$ cat src/rtl/pipe_pkg.sv
// Shared definitions for the generic pipeline-stage register: skid state encoding,
// occupancy constants and default bundle widths for the CPU stage registers.
package pipe_pkg;

    typedef enum logic [1:0] {
        ST_EMPTY = 2'd0,
        ST_ONE   = 2'd1,
        ST_TWO   = 2'd2
    } skid_state_e;

    localparam logic [1:0] OCC_EMPTY = 2'd0;
    localparam logic [1:0] OCC_ONE   = 2'd1;
    localparam logic [1:0] OCC_TWO   = 2'd2;

    localparam int PIPE_CTRL_W = 8;
    localparam int PIPE_DATA_W = 64;
    localparam int PIPE_CNT_W  = 16;

    function automatic logic [1:0] state_occ(input skid_state_e s);
        logic [1:0] occ;
        occ = OCC_EMPTY;
        case (s)
            ST_ONE:  occ = OCC_ONE;
            ST_TWO:  occ = OCC_TWO;
            default: occ = OCC_EMPTY;
        endcase
        return occ;
    endfunction

endpackage

$ cat src/rtl/pipe_slot.sv
// One entry of the stage register (control + data) with load and clear.
// Clear always zeroes control; data is zeroed only when ZERO_DATA is set.
module pipe_slot #(
    parameter int CTRL_W    = 8,
    parameter int DATA_W    = 64,
    parameter int ZERO_DATA = 0
) (
    input  logic              clk,
    input  logic              rst,
    input  logic              load,
    input  logic              clear,
    input  logic [CTRL_W-1:0] d_ctrl,
    input  logic [DATA_W-1:0] d_data,
    output logic [CTRL_W-1:0] q_ctrl,
    output logic [DATA_W-1:0] q_data
);

    always_ff @(posedge clk or posedge rst) begin
        if (rst) begin
            q_ctrl <= '0;
            q_data <= '0;
        end else if (clear) begin
            q_ctrl <= '0;
            if (ZERO_DATA != 0) begin
                q_data <= '0;
            end
        end else if (load) begin
            q_ctrl <= d_ctrl;
            q_data <= d_data;
        end
    end

endmodule

$ cat src/rtl/pipe_skid_stage.sv
// Generic valid/ready pipeline-stage register with a one-entry skid buffer, flush-to-bubble
// and a saturating stall counter. in_ready is derived only from the state register.
module pipe_skid_stage
    import pipe_pkg::*;
#(
    parameter int CTRL_W    = PIPE_CTRL_W,
    parameter int DATA_W    = PIPE_DATA_W,
    parameter int ZERO_DATA = 0,
    parameter int CNT_W     = PIPE_CNT_W
) (
    input  logic              clk,
    input  logic              rst,
    input  logic              flush,
    input  logic              in_valid,
    output logic              in_ready,
    input  logic [CTRL_W-1:0] in_ctrl,
    input  logic [DATA_W-1:0] in_data,
    output logic              out_valid,
    input  logic              out_ready,
    output logic [CTRL_W-1:0] out_ctrl,
    output logic [DATA_W-1:0] out_data,
    output logic [1:0]        occupancy,
    output logic [CNT_W-1:0]  stall_cnt
);

    skid_state_e state_q, state_d;

    logic              in_fire, out_fire;
    logic              main_load, main_clr, main_from_skid;
    logic              skid_load, skid_clr;
    logic [CTRL_W-1:0] main_ctrl, skid_ctrl, main_d_ctrl;
    logic [DATA_W-1:0] main_data, skid_data, main_d_data;
    logic [CNT_W-1:0]  stall_q;

    assign in_ready  = (state_q != ST_TWO);
    assign out_valid = (state_q != ST_EMPTY);
    assign in_fire   = in_valid & in_ready;
    assign out_fire  = out_valid & out_ready;
    assign occupancy = state_occ(state_q);

    always_ff @(posedge clk or posedge rst) begin
        if (rst) begin
            state_q <= ST_EMPTY;
        end else begin
            state_q <= state_d;
        end
    end

    always_comb begin
        state_d        = state_q;
        main_load      = 1'b0;
        main_clr       = 1'b0;
        main_from_skid = 1'b0;
        skid_load      = 1'b0;
        skid_clr       = 1'b0;
        if (flush) begin
            state_d  = ST_EMPTY;
            main_clr = 1'b1;
            skid_clr = 1'b1;
        end else begin
            case (state_q)
                ST_EMPTY: begin
                    if (in_fire) begin
                        state_d   = ST_ONE;
                        main_load = 1'b1;
                    end
                end
                ST_ONE: begin
                    if (in_fire && out_fire) begin
                        main_load = 1'b1;
                    end else if (in_fire) begin
                        state_d   = ST_TWO;
                        skid_load = 1'b1;
                    end else if (out_fire) begin
                        state_d  = ST_EMPTY;
                        main_clr = 1'b1;
                    end
                end
                ST_TWO: begin
                    // skid always holds the younger entry, so it moves up into main
                    if (out_fire) begin
                        state_d        = ST_ONE;
                        main_load      = 1'b1;
                        main_from_skid = 1'b1;
                        skid_clr       = 1'b1;
                    end
                end
                default: begin
                    state_d  = ST_EMPTY;
                    main_clr = 1'b1;
                    skid_clr = 1'b1;
                end
            endcase
        end
    end

    assign main_d_ctrl = main_from_skid ? skid_ctrl : in_ctrl;
    assign main_d_data = main_from_skid ? skid_data : in_data;

    pipe_slot #(
        .CTRL_W    (CTRL_W),
        .DATA_W    (DATA_W),
        .ZERO_DATA (ZERO_DATA)
    ) u_main (
        .clk    (clk),
        .rst    (rst),
        .load   (main_load),
        .clear  (main_clr),
        .d_ctrl (main_d_ctrl),
        .d_data (main_d_data),
        .q_ctrl (main_ctrl),
        .q_data (main_data)
    );

    pipe_slot #(
        .CTRL_W    (CTRL_W),
        .DATA_W    (DATA_W),
        .ZERO_DATA (ZERO_DATA)
    ) u_skid (
        .clk    (clk),
        .rst    (rst),
        .load   (skid_load),
        .clear  (skid_clr),
        .d_ctrl (in_ctrl),
        .d_data (in_data),
        .q_ctrl (skid_ctrl),
        .q_data (skid_data)
    );

    // gate control so a bubble can never leak RegWrite/MemWrite downstream
    assign out_ctrl = out_valid ? main_ctrl : '0;
    assign out_data = main_data;

    always_ff @(posedge clk or posedge rst) begin
        if (rst) begin
            stall_q <= '0;
        end else if (out_valid && !out_ready && (stall_q != {CNT_W{1'b1}})) begin
            stall_q <= stall_q + CNT_W'(1);
        end
    end

    assign stall_cnt = stall_q;

endmodule

$ cat config.mk
export PLATFORM = sky130hd
export DESIGN_NAME = pipe_skid_stage
export DESIGN_NICKNAME = d
export VERILOG_FILES = /design/src/rtl/pipe_pkg.sv /design/src/rtl/pipe_slot.sv /design/src/rtl/pipe_skid_stage.sv
export SDC_FILE = /design/constraint.sdc
export NUM_CORES = 1
export LEC_CHECK = 0
export ABC_AREA = 1
export CAP_MARGIN = 20
export CORE_UTILIZATION = 49
export CTS_CLUSTER_DIAMETER = 60
export DETAILED_ROUTE_END_ITERATION = 10
export GPL_ROUTABILITY_DRIVEN = 0
export PLACE_DENSITY = 0.78
export SLEW_MARGIN = 20
export SYNTH_ARGS = -nofsm -noshare
export SYNTH_HDL_FRONTEND = slang
export SYNTH_SLANG_ARGS = --single-unit
$ cat constraint.sdc
create_clock -name clk -period 6 [get_ports clk]
set_input_delay 0.6 -clock clk [delete_from_list [all_inputs] [get_ports clk]]
set_output_delay 0.6 -clock clk [all_outputs]
set_load 0.01 [all_outputs]
==> results.cfg <==
[outcome]
status = completed

[timing]
timing.hold.ws_ns = 0.481
max_slew.worst_pin.slew_ns = 1.01
final_max_slew_viol_count = 0
period_minus_slack_ns = 3.15
setup_viol = 0
skew_ns = 0.00557
max_slew_margin = 0.326
finalWorstSetupSlack_ns = 2.85
fin_crit_sh = 0.526
rsz0062_at_grt = false
tns_ns = 0
fmax_mhz = 317
hold_violations = 0

[placed_design]
io_buffers = 168
place_inst = 1235
place_ws_ns = 2.39
dpl.hpwl_um = 11600

[finish]
layout_commonest_cell = nand2_1
final_nets = 1145
final_cell_mix = nand2_1 (266), clkdlybuf4s50_1 (168), dfrtp_1 (162)
area_growth_pct = 29.2
layoutNonFillerInstCount = 1264
final_core_util = 0.648
n_antenna_cell = 0
drive_gt1_frac = 0.0437

[run]
drv_cap = 0

[drt]
routed_via_density = 5.14
final_antenna_net_count = 0
avgRoutedWirePerCell_um = 14.3
first_pass_iters = 4
first_iter_violations = 454
drc_errors = 0
wirelength_um = 18000
num_vias = 6501

[global_routing]
grt_start_max_net_pins = 130
antenna_found_initial = 0
gr-total-overflow = 0
grt_pass1_vias = 6081
grt_pass1_wl_um = 29800
track_usage = 0.235

[worst_setup_path]
crit_path_frequent_cell = buf_4
max_stage_delay_ns = 0.86
crit_chain = clkdlybuf4s50_1 -> inv_2 -> buf_4 -> nand2_2 -> nor2_4 -> buf_4 -> nand3_1 -> o21a_1
critPathSlowestCell = nor2_4
worstSetupEndpointType = register
cp.arrival_ns = 3.46
worstPathMaxFanout = 50
crit_family = buffers and inverters
worstPathRequired_ns = 6.31
path_buf_inv = 4
critPathKind = in -> reg
critPathLaunchType = input pin

[cts]
cts_sinks = 162
cts_made_buffers = 17
postCtsSetupBuffers = 0
cts_tree = done
path_clk_slew_ns = 0.06
clock_latency_ns = 0.42
cts_resized = 0
clockRootBuffer = clkbuf_16
clockBufferDepth = 2
h-tree-depth = 4
cts_hold_buf = 0

[die]
dieWidth_um = 127
dieArea_um2 = 16100
start_util = 0.502
die_h_um = 127
rows = 45
pin_count = 169
core_area_um2 = 15200

[yosys]
synth_nets = 1005
avgSynthCellArea_um2 = 8.23
ys_seq_elements = 162
ys_seq_area_frac = 0.531
ys_types = 24
syn_inst = 927
yosys_warnings = 0
syn_area_um2 = 7630

[power_and_ir_drop]
leakage_nw = 4.66
peakVddDrop_mv = 0.228
power.density_nw_per_um2 = 335

[worst_hold_path]
hp-class = reg -> reg
cell type report:
class / instances / area [µm²]
Fill cell: 1311 / 5350
Tap cell: 188 / 235
Sequential cell: 162 / 4050
Inverter: 100 / 380
Clock buffer: 22 / 464
Timing Repair Buffer: 174 / 1760
Multi-Input combinational cell: 612 / 2900
Clock inverter: 6 / 60.1
state kept, by name, indices dropped and copies added (netlist names):
register       count
u_skid.q_data     64
state_q            2
u_main.q_data     64
u_skid.q_ctrl      8
stall_cnt         16
u_main.q_ctrl      8
final timing paths:
check	from	end	slack (ns)	depth (start not counted)
worst max register to register	state_q[1]	u_main.q_data[61]	3.38	8
worst max-delay path	flush	u_main.q_data[61]	2.85	8
max in group asynchronous	rst	u_main.q_data[21]	3.92	3
worst min register to register	u_main.q_ctrl[5]	u_main.q_ctrl[5]	0.48	2
min in group asynchronous	rst	u_main.q_data[34]	0.76	2
worst min-delay path	u_main.q_ctrl[5]	u_main.q_ctrl[5]	0.48	2
synth_stat cells, drive strengths merged:
cell	count	area [µm²]
o21a	43	323
nand2	269	1020
dfrtp	162	4050
a21oi	21	105
clkbuf	11	41.3
nand4	5	31.3
o21ai	112	572
nor2	51	249
ha	1	12.5
inv	100	375
nand3	103	515
buf	42	267
xnor2	7	61.3
per-layer routing:
layer,GRT usage,vias to the layer above,part of all wire
li1,-,3231,-
met1,0.311,3082,0.45
met2,0.386,168,0.47
met3,0.0531,20,0.057
met4,0.0763,0,0.015
met5,0,-,0
kinds of logic (layout without fill, tap and decap cells):
| kind of cell | Yosys count | in the layout | synth area share |
|---|---|---|---|
| AOI/OAI and AO/OA | 176 | 176 | 0.131 |
| xor gates and xnor gates | 7 | 7 | 0.00804 |
| adders and majority gates | 1 | 1 | 0.00164 |
| buffers and inverters | 153 | 302 | 0.0896 |
| DFF | 162 | 162 | 0.531 |
| and+or+nand+nor | 428 | 428 | 0.238 |
stage by stage:
step           instance area, µm²  power (mW)
3_5_place_dp                 9300        2.33
3_3_place_gp                 9300        2.29
5_1_grt                      9850        3.49
2_1_floorplan                7630        1.92
4_1_cts                      9820        3.33
6_report                     9850        3.30
where the power goes:
group	total [mW]	switching, mW	internal (mW)	leakage (nW)
Sequential	1.52	0.158	1.37	1.96
Clock	0.993	0.412	0.581	0.254
Combinational	0.780	0.371	0.409	2.45
Total	3.30	0.940	2.36	4.66
worst min-delay path: cells and delay by family (launching register included):
| kind | cells | cell delay, ns |
|---|---|---|
| flip-flops | 1 | 0.35 |
| AND/OR/NAND/NOR | 2 | 0.10 |
No activity file was read; power rests on OpenSTA's default activity.
